## config.mk

```make
export PLATFORM = sky130hd
export DESIGN_NAME = display_floor_driver
export DESIGN_NICKNAME = d
export VERILOG_FILES = /design/src/rtl/montacargas_pkg.sv /design/src/rtl/generador_parpadeo.sv /design/src/rtl/display_floor_driver.sv
export SDC_FILE = /design/constraint.sdc
export NUM_CORES = 1
export LEC_CHECK = 0
export CORE_ASPECT_RATIO = 1.4
export CORE_MARGIN = 1
export CORE_UTILIZATION = 45
export CTS_CLUSTER_SIZE = 10
export DETAILED_ROUTE_END_ITERATION = 16
export PLACE_DENSITY = 0.79
export SYNTH_ARGS = -nofsm -noshare
export SYNTH_HDL_FRONTEND = slang
export SYNTH_HIERARCHICAL = 1
export SYNTH_SLANG_ARGS = --single-unit
```

## constraint.sdc

```tcl
create_clock -name clockInt_150Hz -period 1.78 [get_ports clockInt_150Hz]
set_input_delay 0.178 -clock clockInt_150Hz [delete_from_list [all_inputs] [get_ports clockInt_150Hz]]
set_output_delay 0.178 -clock clockInt_150Hz [all_outputs]
set_load 0.01 [all_outputs]
```

## src/rtl/montacargas_pkg.sv

```systemverilog
// Shared constants for the freight-elevator display path: segment patterns,
// floor codes and ring-counter select values.
package montacargas_pkg;

    // Segment patterns, {g,f,e,d,c,b,a}, active-low
    localparam logic [6:0] SEG_1       = 7'b1111001;
    localparam logic [6:0] SEG_2       = 7'b0100100;
    localparam logic [6:0] SEG_3       = 7'b0110000;
    localparam logic [6:0] SEG_GUION   = 7'b0111111;
    localparam logic [6:0] SEG_SUBE    = 7'b1100011;
    localparam logic [6:0] SEG_BAJA    = 7'b0100001;
    localparam logic [6:0] SEG_ABIERTA = 7'b0001000;
    localparam logic [6:0] SEG_APAGADO = 7'b1111111;

    localparam logic [1:0] PISO_NINGUNO = 2'd0;
    localparam logic [1:0] PISO_1       = 2'd1;
    localparam logic [1:0] PISO_2       = 2'd2;
    localparam logic [1:0] PISO_3       = 2'd3;

    localparam logic [2:0] SEL_P1 = 3'b100;
    localparam logic [2:0] SEL_P2 = 3'b010;
    localparam logic [2:0] SEL_P3 = 3'b001;

    function automatic logic [6:0] seg_digito(input logic [1:0] piso);
        case (piso)
            PISO_1:  return SEG_1;
            PISO_2:  return SEG_2;
            PISO_3:  return SEG_3;
            default: return SEG_GUION;
        endcase
    endfunction

endpackage

```

## src/rtl/generador_parpadeo.sv

```systemverilog
// Blink phase generator for the destination display; restarts visible on
// every rising edge of the motion flag.
module generador_parpadeo
    import montacargas_pkg::*;
#(
    parameter int BLINK_HALF = 38
) (
    input  logic clockInt_150Hz,
    input  logic reset,
    input  logic enMovimiento,
    output logic fase_visible
);

    localparam int W = $clog2(BLINK_HALF + 1);
    localparam logic [W-1:0] ULTIMO = W'(BLINK_HALF - 1);

    logic [W-1:0] cuenta, cuenta_sig;
    logic         fase, fase_sig;
    logic         enMovimiento_q;
    logic         flanco;

    always_comb begin
        flanco     = enMovimiento && !enMovimiento_q;
        cuenta_sig = cuenta + 1'b1;
        fase_sig   = fase;
        if (flanco) begin
            cuenta_sig = '0;
            fase_sig   = 1'b1;
        end else if (cuenta == ULTIMO) begin
            cuenta_sig = '0;
            fase_sig   = ~fase;
        end
    end

    always_ff @(posedge clockInt_150Hz or negedge reset) begin
        if (!reset) begin
            cuenta         <= '0;
            fase           <= 1'b1;
            enMovimiento_q <= 1'b0;
        end else begin
            cuenta         <= cuenta_sig;
            fase           <= fase_sig;
            enMovimiento_q <= enMovimiento;
        end
    end

    // The display register loads alongside the phase, so it sees the phase
    // being entered this edge; the restart edge is therefore always visible.
    assign fase_visible = fase_sig;

endmodule

```

## src/rtl/display_floor_driver.sv

```systemverilog
// Drives one floor display per ring-counter tick: active-low anode enable and
// the shared 7-segment bus, both registered.
module display_floor_driver
    import montacargas_pkg::*;
#(
    parameter int BLINK_HALF = 38
) (
    input  logic       clockInt_150Hz,
    input  logic       reset,
    input  logic [2:0] cuentaAnillo,
    input  logic [1:0] pisoActual,
    input  logic [1:0] pisoDestino,
    input  logic       enMovimiento,
    input  logic       puertaAbierta,
    output logic [2:0] anodos,
    output logic [6:0] segmentos
);

    logic       fase_visible;
    logic [1:0] piso_sel;
    logic       sel_valida;
    logic [2:0] anodos_sig;
    logic [6:0] segmentos_sig;

    generador_parpadeo #(.BLINK_HALF(BLINK_HALF)) u_parpadeo (
        .clockInt_150Hz(clockInt_150Hz),
        .reset         (reset),
        .enMovimiento  (enMovimiento),
        .fase_visible  (fase_visible)
    );

    always_comb begin
        piso_sel   = PISO_NINGUNO;
        sel_valida = 1'b1;
        case (cuentaAnillo)
            SEL_P1:  piso_sel = PISO_1;
            SEL_P2:  piso_sel = PISO_2;
            SEL_P3:  piso_sel = PISO_3;
            default: sel_valida = 1'b0;
        endcase
    end

    // First matching rule wins; the order below is the display priority.
    always_comb begin
        anodos_sig    = 3'b111;
        segmentos_sig = SEG_GUION;
        if (!sel_valida) begin
            segmentos_sig = SEG_APAGADO;
        end else begin
            anodos_sig = ~cuentaAnillo;
            if (pisoActual == PISO_NINGUNO) begin
                segmentos_sig = SEG_GUION;
            end else if (enMovimiento && piso_sel == pisoActual) begin
                if (pisoDestino > pisoActual)
                    segmentos_sig = SEG_SUBE;
                else if (pisoDestino != PISO_NINGUNO && pisoDestino < pisoActual)
                    segmentos_sig = SEG_BAJA;
                else
                    segmentos_sig = SEG_GUION;
            end else if (enMovimiento && piso_sel == pisoDestino) begin
                segmentos_sig = fase_visible ? seg_digito(piso_sel) : SEG_APAGADO;
            end else if (!enMovimiento && piso_sel == pisoActual) begin
                segmentos_sig = puertaAbierta ? SEG_ABIERTA : seg_digito(piso_sel);
            end
        end
    end

    always_ff @(posedge clockInt_150Hz or negedge reset) begin
        if (!reset) begin
            anodos    <= 3'b111;
            segmentos <= SEG_APAGADO;
        end else begin
            anodos    <= anodos_sig;
            segmentos <= segmentos_sig;
        end
    end

endmodule

```

; ---- Word-level counts from Yosys, hierarchy flattened
; Cells that the tools add are included.
; W data, S select, Z words.
[op_classes]
n_eq_ne = 9
add_sub_neg = 1
n_bitwise = 2
muxes = 17
n_reduce_logical = 10
magnitude_cmp = 2
[ops]
columns = cell, n
row1 = $mux W7, 8
row2 = $pmux W7 S3, 1
row3 = $mux W6, 2
row4 = $add A6 B1 Y6 const B, 1
row5 = $eq A6 B6 Y1 const B, 1
row6 = $pmux W2 S3, 1
row7 = $logic_and A1 B1 Y1, 5
row8 = $mux W5, 1
row9 = $eq A2 B2 Y1, 2
row10 = $eq A2 B2 Y1 const B, 2
row11 = $eq A3 B1 Y1 const B, 1
row12 = $eq A3 B2 Y1 const B, 1
row13 = $eq A3 B3 Y1 const B, 1
row14 = $mux W1, 3
row15 = $mux W3, 1
row16 = $not A3 Y3, 1
row17 = $reduce_or A3 Y1, 1
row18 = $eq A2 B1 Y1 const B, 1
row19 = $gt A2 B2 Y1, 1
row20 = $logic_not A1 Y1, 2
row21 = $logic_not A2 Y1, 1
row22 = $lt A2 B2 Y1, 1
row23 = $reduce_bool A2 Y1, 1
row24 = $not A1 Y1, 1
[totals]
in_bits = 11
output_inout_bits = 10
elab_cells = 46
regBits = 18

; ---- Longest topological paths before layout
; Gate-level depths: netlist of the first run.
[logic_depth]
word_depth = 10
ltp_mapped = 8
mapped_depth_nobuf = 8

; ---- Cells and area by module
; The synthesis of the first run kept the hierarchy.
[by_module_without_submodules]
columns = module, cells_each, instances, seq_area_each_um2, area_each_um2
row1 = display_floor_driver, 77, 1, 262.8, 701.9
row2 = generador_parpadeo, 31, 1, 201.4, 351.6

; ---- Worst setup path after synthesis of the first run
; Ideal clock, no wire load.
[synth_path]
path_type = input port to flip-flop
startpoint = input port cuentaAnillo[1]
endpoint = register segmentos[0]
setup_time_ns = 0.094
required_ns = 1.686
path_stages = 6
path_buffers = 1
path_slack_ns = -0.115
t_arrival_ns = 1.801
cell_sequence = buf_2 > or4_1 > o311a_1 > o22a_2 > o21a_1 > or4_1
[synth_between]
elab_chain_len = 10
elab_cells_between_ends = 22
classes_between = eq/ne (8) / mux (10) / reduce/logical (4)
[synth_lines]
columns = item, line
row1 = "start, declared", display_floor_driver.sv:10  ; input logic [2:0] cuentaAnillo,
row2 = "$eq A3 B1 Y1, or another cell as far along", display_floor_driver.sv:35  ; case (cuentaAnillo)
row3 = $pmux W2 S3, display_floor_driver.sv:35
row4 = $eq A2 B2 Y1 or $eq A2 B1 Y1 (tied branches), montacargas_pkg.sv:25  ; case (piso)
row5 = $pmux W7 S3, montacargas_pkg.sv:25
row6 = $mux W7, display_floor_driver.sv:63  ; segmentos_sig = puertaAbierta ? SEG_ABIERTA : seg_digito(piso_sel);
row7 = $mux W7, display_floor_driver.sv:62  ; end else if (!enMovimiento && piso_sel == pisoActual) begin
row8 = $mux W7, display_floor_driver.sv:60  ; end else if (enMovimiento && piso_sel == pisoDestino) begin
row9 = $mux W7, display_floor_driver.sv:53  ; end else if (enMovimiento && piso_sel == pisoActual) begin
row10 = $mux W7, display_floor_driver.sv:51  ; if (pisoActual == PISO_NINGUNO) begin
row11 = $mux W7 (*), display_floor_driver.sv:47  ; if (!sel_valida) begin
row12 = net segmentos_sig[0], display_floor_driver.sv:23  ; logic [6:0] segmentos_sig;
row13 = "end signal, assigned", display_floor_driver.sv:74  ; segmentos <= segmentos_sig;
row14 = "end, declared", display_floor_driver.sv:16  ; output logic [6:0] segmentos
; The timed path passes the listed nets; every way through them passes the cells marked *.

; ---- Worst setup path in the final report of the first run
[layout_path]
startpoint = register u_parpadeo.cuenta[1]
endpoint = register segmentos[0]
[layout_between]
elab_chain_len = 8
[layout_lines]
columns = item, line
row1 = "start, declared", generador_parpadeo.sv:17  ; logic [W-1:0] cuenta, cuenta_sig;
row2 = "start signal, assigned", generador_parpadeo.sv:41  ; cuenta <= cuenta_sig;
row3 = $eq A6 B6 Y1, generador_parpadeo.sv:29  ; end else if (cuenta == ULTIMO) begin
row4 = $mux W1, generador_parpadeo.sv:29
row5 = $mux W1, generador_parpadeo.sv:26  ; if (flanco) begin
row6 = net fase_visible, display_floor_driver.sv:19  ; logic fase_visible;
row7 = $mux W7, display_floor_driver.sv:61  ; segmentos_sig = fase_visible ? seg_digito(piso_sel) : SEG_APAGADO;
row8 = $mux W7, display_floor_driver.sv:60
row9 = $mux W7, display_floor_driver.sv:53
row10 = $mux W7, display_floor_driver.sv:51
row11 = $mux W7, display_floor_driver.sv:47
row12 = net segmentos_sig[0], display_floor_driver.sv:23
; The timed path passes the listed nets, and every way through them passes these cells.

==> results of run 1 <==
[sequential cells by signal (all words and copies together) (netlist names)]
name / flops
u_parpadeo/enMovimiento_q: 1
segmentos: 7
u_parpadeo/cuenta: 6
u_parpadeo/fase: 1
anodos: 3
[layer usage]
metal / vias to the layer above / track usage [%]
li1: 489 / -
met1: 493 / 23.2
met2: 34 / 44.4
met3: 7 / 1.22
met4: 0 / 12.9
met5: - / 0
[where the power goes]
| part | internal, mW | switching [mW] | total (mW) |
|---|---|---|---|
| logic | 0.187 | 0.160 | 0.347 |
| clock network | 0.0874 | 0.122 | 0.209 |
| registers | 0.463 | 0.0323 | 0.495 |
| total | 0.737 | 0.314 | 1.05 |
[final cells by class]
cell class,count,share of cell area (%)
inverter,8,1.99
tap,22,1.83
clock buffer,4,1.74
multi-input combinational,78,36.9
timing repair buffer,46,26.7
sequential,18,30.8
[critical path, delay by kind of cell (launching register included)]
kind | cells | cell delay, ns
AOI/OAI and AO/OA | 2 | 0.25
and+or+nand+nor | 4 | 1.01
adders and majority gates | 1 | 0.14
DFF | 1 | 0.40
buffers and inverters | 1 | 0.06
[per-stage QoR]
step / std cells / worst slack, ns / area [um2]
detailed placement: 170 / -0.596 / 1440
floorplan: 108 / 0.00475 / 1060
CTS: 175 / -0.0943 / 1480
global route: 176 / -0.292 / 1510
global placement: 170 / -0.487 / 1440
finish: 176 / -0.170 / 1510
[logic make-up (layout without fill, tap and decap cells)]
kind of cell | Yosys count | count (layout) | synth area share [%]
and+or+nand+nor | 37 | 37 | 21.1
AOI/OAI and AO/OA | 32 | 32 | 20.5
DFF | 18 | 18 | 44.1
buffers and inverters | 12 | 58 | 5.23
adders and majority gates | 4 | 4 | 4.75
xor gates and xnor gates | 4 | 4 | 3.33
muxes | 1 | 1 | 0.950
[timing repair]
action / 4_1_cts / 5_1_grt
gates resized for setup: 13 / 6
setup endpoints to repair: 7 / 7
pin swaps: 8 / 6
setup buffers: 1 / 1
[worst max-delay path by stage]
stage                     slack, ns            to                 start  cells past startpoint
after floorplan               0.005  segmentos[0]       cuentaAnillo[2]                      6
after global placement        -0.49  segmentos[0]       cuentaAnillo[1]                      6
after detailed placement      -0.60  segmentos[0]       cuentaAnillo[1]                      6
after CTS                     -0.09  segmentos[0]  u_parpadeo/cuenta[1]                      8
after global routing          -0.29  segmentos[0]  u_parpadeo/cuenta[1]                      8
final                         -0.17  segmentos[0]  u_parpadeo/cuenta[1]                      8
[layout by cell type (no fill, tap or decap), types with 2 or more instances in the layout]
cell type	instances
clkdlybuf4s50_1	13
or3b_4	2
o22ai_1	2
nor2_1	11
ha_1	4
dlygate4sd2_1	4
buf_4	24
nand4b_1	3
o21ai_0	3
buf_6	2
or4_1	3
xnor2_1	2
clkbuf_4	3
a21oi_1	9
a31oi_1	2
o21bai_1	2
clkdlybuf4s15_2	2
dfstp_2	11
dfrtp_1	7
xor2_1	2
nand2b_1	2
nand2_1	5
inv_1	8
==> results.md, run 1 <==
- Final Hold Slack: 0.188 ns
- Fin crit period: 1.95 ns
- Avg Inst Size Synth: 9.75 um2
- Largest fanout on the critical path: 3
- Ant. Diodes: 0
- Die ar.: 2540 um2
- Routed wire per std cell: 14.7 um
- Initial DRC count: 27
- Setup ws final: -0.170 ns
- Number of buffers added on ports: 20
- GPL Wtd Cong: 0.896
- Fraction of layout cells with a size suffix above 1: 32.5%
- Synth cell types: 44
- Uppermost layer routed: met4
- Max Fclk: 0.513 GHz
- R2r endpoint: segmentos[0]
- Later-pin clock latency in the skew report: 0.30 ns
- # IOs: 21
- Dpl hpwl: 1.98 mm
- Die Span X: 42.9 um
- Final Max Slew Viols: 0
- Peak per-stage delay on the critical path: 0.47 ns
- Utilization after layout: 68.4%
- Synth Warn #: 6
- Largest net degree at the start of global routing: 19
- Routed WL: 2.59 mm
- Root Driver: clkbuf_4
- Hold_buf cts: 0
- Clock slew at reported path FFs: 0.10 ns
- Max Cap Viol: 0
- Post-synth top flop: dfstp_2
- GRT Overall Usage: 22.7%
- Grt total ovfl: 0
- Status: complete, but fails checks
- Met3 wire len: 71 um
- Area Overhead vs Synth: 43.0%
- Slowest CP cell: or4_4
- Worst EP required: 1.99 ns
- Sequential fraction of the synthesis area: 44.1%
- FF/Latch Area: 464 um2
- Die Ht: 59.3 um
- Routed Antenna Nets: 0
- #FFs+latches synth: 18
- Failing checks: negative setup slack
- Multi-input gate area: 556 um2
- TritonCTS buffer count: 3
- R2R depth: 8
- R2r setup slk: -0.17 ns
- Final setup viols: 5
- Fillers: 187
- Pwr Total: 1.05 mW
- Vias/cell: 5.81
- Skew final: 0.0105 ns
- Worst slew margin: 75.5%
- Mapped Area: 1050 um2
- Area share of the largest cell type after synthesis: 27.4%
- Top post-synthesis cells by count: 11 x dfstp_2, 11 x nor2_1, 10 x a21oi_1
- Antenna violations before repair: 0
- Sink Count: 18
- Endpoints failing hold: 0
- Critical path, cell by cell: inv_1, ha_1, nand4b_1, nor3_2, or3b_4, o211ai_1, o21a_1, or4_4
- Final period utilization: 110%
- Worst setup path class: reg -> reg
- Leakage: 0.668 nW
- WL met1: 952 um
- H-tree depth: 1
- Yosys top cell by area: dfstp_2
- Initial Utilization: 47.8%
- # DRC: 0
- RSZ-0062 raised after global routing: yes
- Post-synth net total: 123
- CP Launch Type: register
- Core area: 2200 um2
- Arrival @ worst endpoint: 2.16 ns
- Ys async rst share: 100%
- Via count: 1,023
- First-pass GRT wire length: 4.26 mm
- Setup tns final: -0.646 ns
- Std-Cell Rows: 20
- Clock Path Buffers: 2
- Worst setup EP type: register
- Top cells by area, synth: dfstp_2 27%, dfrtp_1 17%, a21oi_1 4.8%, ha_1 4.8%, nor2_1 3.9%
- Pwr dens: 698 nW/um2
- CTS tree: done
- Crit Reg-Reg Startpoint: u_parpadeo/cuenta[1]
- EDFF count, synth: 0
- Worst vdd rail ir drop: 0.363 mV
- First-pass DRT Iterations: 4
- Number of nets in the layout: 170
- Hold WC Path Type: in -> async
- Number of global-route vias before repair: 1,000
- Met2 WL: 1.49 mm
- Post-Synthesis Cells: 108
- Worst slew pin tran: 0.367 ns
Power figures use the tool's default switching activity.
==> run 2, diff against run 1 <==
Settings changed: SETUP_SLACK_MARGIN from default to 0.15.
==> run 2 against run 1 <==
Compared with the run above:
- the flow still finishes with violations (negative setup slack)
- register-to-register slack improved by 0.05 ns
- final area grew 2.2%
- clock skew shrank 0.0058 ns
- global-route usage barely moved
- sequential cell count stayed put
- via count increased by 0.88%
- non-clock buffer count is 5 higher
- fmax increased by 2.6%
- largest cell class unchanged
- cell count grew 2.8%
==> results.md, run 2 (synthesis results as in run 1) <==
- Status: complete, but fails checks
- Failing checks: negative setup slack
- Worst slew margin: 76.5% (+1.0 points)
- Skew final: 0.00475 ns (-0.00576 ns)
- Final period utilization: 107% (-2.7 points)
- # IOs: 21 (unchanged)
- Crit Reg-Reg Startpoint: u_parpadeo/cuenta[1]
- Largest fanout on the critical path: 3 (unchanged)
- Slowest CP cell: or3b_4
- TritonCTS buffer count: 3 (unchanged)
- Peak per-stage delay on the critical path: 0.40 ns (-0.07 ns)
- Core area: 2200 um2 (unchanged)
- Fraction of layout cells with a size suffix above 1: 35.8% (+3.4 points)
- # DRC: 0 (unchanged)
- Worst EP required: 1.99 ns (about the same)
- First-pass DRT Iterations: 4 (unchanged)
- Dpl hpwl: 1.96 mm (-1.2%)
- Number of nets in the layout: 175 (+2.9%)
- Arrival @ worst endpoint: 2.11 ns (-0.05 ns)
- Worst setup path class: reg -> reg
- Fin crit period: 1.90 ns (-0.0485 ns)
- Root Driver: clkbuf_4
- GPL Wtd Cong: 0.886 (-1.2%)
- Std-Cell Rows: 20 (unchanged)
- Final Cell Area: 1540 um2 (+2.2%)
- Pwr dens: 714 nW/um2 (+2.3%)
- Number of buffers added on ports: 20 (unchanged)
- Critical path, cell by cell: inv_1, ha_1, nand4b_1, o21ai_1, or3b_4, o211ai_1, buf_4, nand2_1, o311ai_2
- Leakage: 0.685 nW (+2.5%)
- Endpoints failing hold: 0 (unchanged)
- Cell area after placement: 1450 um2 (+1.0%)
- Biggest register: segmentos
- Largest registers: segmentos (7), u_parpadeo/cuenta (6), anodos (3)
- Placed Cells incl. Taps: 172 (+1.2%)
- Die Ht: 59.3 um (unchanged)
- Final Hold Slack: 0.199 ns (+0.0110 ns)
- Initial DRC count: 13 (-52%)
- Die Span X: 42.9 um (unchanged)
- Area Overhead vs Synth: 46.2%
- RSZ-0062 raised after global routing: yes
- Max Cap Viol: 0 (unchanged)
- Routed WL: 2.54 mm (-1.9%)
- Routed wire per std cell: 14.0 um (-4.6%)
- Final setup viols: 5 (unchanged)
- Post-place setup slack: -0.568 ns (+0.0287 ns)
- Routed Antenna Nets: 0 (unchanged)
- Worst Setup EP: segmentos[4]
- Largest net degree at the start of global routing: 19 (unchanged)
- Clock Path Buffers: 2 (unchanged)
- GRT Overall Usage: 22.6% (-0.049 points)
- Later-pin clock latency in the skew report: 0.29 ns (about the same)
- Worst setup EP type: register
- Vias/cell: 5.70 (-1.9%)
- R2r endpoint: segmentos[4]
- Via count: 1,032 (+0.88%)
- Grt total ovfl: 0 (unchanged)
- CP Launch Type: register
- Worst slew pin tran: 0.352 ns (-0.0148 ns)
- Worst vdd rail ir drop: 0.401 mV (+11%)
- Final Max Slew Viols: 0 (unchanged)
- Clock slew at reported path FFs: 0.10 ns (about the same)
- Utilization after layout: 69.9% (+1.5 points)
- Antenna violations before repair: 0 (unchanged)
- Number of global-route vias before repair: 1,018 (+1.8%)
- Die ar.: 2540 um2 (unchanged)
- H-tree depth: 1 (unchanged)
- Sink Count: 18 (unchanged)
- Setup tns final: -0.478 ns (+0.167 ns)
- Setup ws final: -0.122 ns (+0.0485 ns)
- Post-Layout Cell Count: 181 (+2.8%)
- Commonest cells after routing, fill and taps aside: 31 x buf_4, 13 x clkdlybuf4s50_1, 11 x nor2_1, 11 x dfstp_2, 9 x a21oi_1
- Critical path startpoint: u_parpadeo/cuenta[1]
- Max Fclk: 0.526 GHz (+2.6%)
- Ant. Diodes: 0 (unchanged)
- First-pass GRT wire length: 4.31 mm (+1.3%)
- R2R depth: 9 (+1)
- Max reg flops: 7 (unchanged)
- Pwr Total: 1.10 mW (+4.6%)
- Initial Utilization: 47.8% (unchanged)
- CTS tree: done
- Hold WC Path Type: in -> async
- R2r setup slk: -0.12 ns (+0.05 ns)
- Most common cell after layout, fill and taps aside: buf_4
==> run 2: cell types whose count changed in the layout (fill, tap and decap cells not counted), sizes merged <==
cell,before,now
clkdlybuf4s15,2,0
dlymetal6s2s,1,0
buf,26,33
dlygate4sd2,4,5
==> run 2: final cells by class <==
cell class                      count  area (um2)
Tap cell                           22        27.5
Inverter                            8        30.0
Clock buffer                        4        36.3
Timing Repair Buffer               51         417
Fill cell                         176         662
Multi-Input combinational cell     78         566
Sequential cell                    18         464
==> run 2: worst min-delay path by stage <==
stage	from	end	slack (ns)	depth (start not counted)
finish	reset	u_parpadeo/cuenta[5]	0.20	2
global route	cuentaAnillo[1]	anodos[0]	0.19	2
CTS	reset	u_parpadeo/cuenta[0]	0.19	2
detailed placement	reset	u_parpadeo/cuenta[0]	0.53	2
global placement	reset	u_parpadeo/cuenta[0]	0.52	2
floorplan	reset	u_parpadeo/cuenta[0]	-0.12	0
==> run 2: where the power goes <==
part	total, mW	internal, mW	switching (mW)
registers	0.494	0.463	0.0311
clock network	0.250	0.125	0.125
logic	0.355	0.193	0.162
==> run 2: worst max-delay path, delay by kind of cell (launching register included) <==
kind | cells | cell delay, ns
fa+ha+maj | 1 | 0.14
compound gates | 3 | 0.41
simple gates | 3 | 0.65
buf+inv | 2 | 0.22
flops | 1 | 0.39
==> run 2: layer usage <==
metal / share of wire [%] / track usage [%] / vias to the layer above
met5: 0 / 0 / -
met4: 1.1 / 10.7 / 0
met3: 3.2 / 1.52 / 4
met2: 59 / 45.2 / 30
met1: 37 / 23.0 / 498
li1: - / - / 500
==> run 2: what timing repair did <==
item | in CTS | in global routing
pin swaps | 2 | 5
gates resized for setup | 17 | 6
hold endpoints to repair | 0 | 0
endpoints found under the setup margin | 7 | 8
setup buffers | 3 | 2
hold buffers | 0 | 0
cloned | 0 | 0
==> run 3, diff against run 2 <==
Settings changed: HOLD_SLACK_MARGIN from default to 0.02, REMOVE_ABC_BUFFERS from default to 1.
==> run 3 against run 2 <==
Compared with the run above:
- the run still ends with negative setup slack left
- worst setup slack improved by 0.046 ns
- via count hardly changed
- final area grew 1.3%
- global-route usage shrank 0.45 points
- critical endpoint is now segmentos[1]
- first-iteration DRC count grew 46%
- fmax is 2.5% higher
- clock power is 17% lower
- highest routed layer unchanged
- sequential share of layout area down 0.39 points
- wire length increased by 3.5%
- worst hold slack worse by 0.0040 ns
==> results.md, run 3 (synthesis results as in run 1) <==
- Worst slew margin: 73.7% (-2.8 points)
- Dpl hpwl: 1.87 mm (-4.6%)
- Pwr dens: 710 nW/um2 (-0.54%)
- Commonest cells after routing, fill and taps aside: 31 x buf_4, 15 x clkdlybuf4s50_1, 11 x nor2_1, 11 x dfstp_2, 9 x a21oi_1
- Leakage: 0.674 nW (-1.6%)
- Max reg flops: 7 (unchanged)
- Max Cap Viol: 0 (unchanged)
- Std-Cell Rows: 20 (unchanged)
- Arrival @ worst endpoint: 2.08 ns (-0.03 ns)
- Initial DRC count: 19 (+6)
- Antenna violations before repair: 0 (unchanged)
- Met2 usage: 39.0% (-6.3 points)
- Worst EP required: 2.01 ns (+0.02 ns)
- Worst setup path class: reg -> reg
- Setup ws final: -0.0754 ns (+0.0463 ns)
- Worst vdd rail ir drop: 0.457 mV (+14%)
- Fraction of layout cells with a size suffix above 1: 38.4% (+2.5 points)
- RSZ-0062 raised after global routing: yes
- Max Fclk: 0.539 GHz (+2.5%)
- Multi-input gate area: 592 um2 (+4.6%)
- Hold_buf cts: 0 (unchanged)
- Fin crit period: 1.86 ns (-0.0463 ns)
- Core area: 2200 um2 (unchanged)
- Routed wire per std cell: 14.5 um (+3.5%)
- Skew final: 0.00462 ns (-0.000126 ns)
- # DRC: 0 (unchanged)
- GRT Overall Usage: 22.2% (-0.45 points)
- Met3 Track Usage GR: 2.74% (+1.2 points)
- Number of global-route vias before repair: 1,015 (-0.29%)
- Number of buffers added on ports: 20 (unchanged)
- Cell area after placement: 1450 um2 (unchanged)
- Slowest CP cell: dfrtp_1
- Die Span X: 42.9 um (unchanged)
- Post-place setup slack: -0.625 ns (-0.0575 ns)
- Peak per-stage delay on the critical path: 0.40 ns (about the same)
- CTS tree: done
- Die Ht: 59.3 um (unchanged)
- Final setup viols: 5 (unchanged)
- Utilization after layout: 70.9% (+0.91 points)
- Final Max Slew Viols: 0 (unchanged)
- Endpoints failing hold: 0 (unchanged)
- Most used routing layer: met2
- Met1 Usage GRT: 24.4% (+1.4 points)
- Biggest register: segmentos
- Worst slew pin tran: 0.394 ns (+0.0416 ns)
- Most common cell after layout, fill and taps aside: buf_4
- Crit path buf inv count: 2 (unchanged)
- Crit path max-delay family: simple AND/OR/NAND/NOR gates
- Clock slew at reported path FFs: 0.10 ns (about the same)
- Vias/cell: 5.70 (about the same)
- Final period utilization: 104% (-2.6 points)
- Routed Antenna Nets: 0 (unchanged)
- Largest registers: segmentos (7), u_parpadeo/cuenta (6), anodos (3)
- Fillers: 167 (-5.1%)
- First-pass DRT Iterations: 4 (unchanged)
- H-tree depth: 1 (unchanged)
- Worst setup EP type: register
- Initial Utilization: 47.8% (unchanged)
- Critical path, cell by cell: inv_2, ha_4, nand4b_1, o21ai_1, or3b_4, o211ai_1, buf_4, mux2i_2, o21bai_1
- Area Overhead vs Synth: 48.1%
- GPL Wtd Cong: 0.885 (about the same)
- Ant. Diodes: 0 (unchanged)
- Hold WC Path Type: in -> reg
- Failing checks: negative setup slack
- First-pass GRT wire length: 4.21 mm (-2.4%)
- Sink Count: 18 (unchanged)
- FF/Latch Area: 464 um2 (unchanged)
- Largest net degree at the start of global routing: 19 (unchanged)
- Later-pin clock latency in the skew report: 0.29 ns (about the same)
- Root Driver: clkbuf_4
- Status: complete, but fails checks
- Largest fanout on the critical path: 3 (unchanged)
- Number of nets in the layout: 175 (unchanged)
- Routed WL: 2.63 mm (+3.5%)
- Pwr Total: 1.11 mW (+0.75%)
- Final Cell Area: 1560 um2 (+1.3%)
- # IOs: 21 (unchanged)
- TritonCTS buffer count: 3 (unchanged)
- Clock Path Buffers: 2 (unchanged)
- Via count: 1,031 (-0.097%)
- Die ar.: 2540 um2 (unchanged)
- Grt total ovfl: 0 (unchanged)
- CP Launch Type: register
[run 3: worst paths after layout]
check | cells past startpoint | start | to | slack (ns)
max in group asynchronous | 2 | reset | segmentos[6] | 1.32
hold reg to reg | 2 | u_parpadeo/cuenta[5] | u_parpadeo/cuenta[5] | 0.58
setup reg to reg | 9 | u_parpadeo/cuenta[1] | segmentos[1] | -0.08
hold / removal | 2 | cuentaAnillo[1] | anodos[0] | 0.19
min in group asynchronous | 2 | reset | u_parpadeo/cuenta[5] | 0.20
setup / recovery | 9 | u_parpadeo/cuenta[1] | segmentos[1] | -0.08
[run 3: worst reg2reg max path: cells and delay by family, from the launching register on]
kind	cells	cell delay [ns]
buffers and inverters	2	0.24
adder cells (fa/ha/maj)	1	0.11
multiplexers	1	0.07
AO/OA/AOI/OAI	3	0.42
AND/OR/NAND/NOR	2	0.55
flip-flops	1	0.40
[run 3: report_power, final]
| group | switching (mW) | internal, mW |
|---|---|---|
| Sequential | 0.0253 | 0.463 |
| Clock | 0.121 | 0.0873 |
| Combinational | 0.186 | 0.225 |
| Total | 0.333 | 0.775 |
[run 3: per-stage QoR]
stage | hold slack [ns] | std cells | setup TNS [ns]
6_report | 0.195 | 181 | -0.196
5_1_grt | 0.195 | 181 | -0.793
4_1_cts | 0.192 | 179 | -0.317
3_5_place_dp | 0.522 | 172 | -3.54
3_3_place_gp | 0.522 | 172 | -3.04
2_1_floorplan | -0.118 | 104 | 0
[run 3: area by class of cell]
cell class                      instances  share of cell area, %
Multi-Input combinational cell         78                   37.9
Sequential cell                        18                   29.8
Timing Repair Buffer                   51                   26.9
Inverter                                8                   1.92
Tap cell                               22                   1.76
Clock buffer                            4                   1.68
[run 3: timing repair]
item                       4_1_cts  5_1_grt
gates resized for setup         17       10
buffers inserted                 3        2
pin swaps                        9        8
setup endpoints to repair        7        7
[run 3: metal layers]
layer	share of wire (%)	vias to the layer above	wire, um
met3	2.3	6	61
met1	40	502	1050
met5	0	-	0
met2	55	21	1440
met4	3.0	0	78
li1	-	502	-
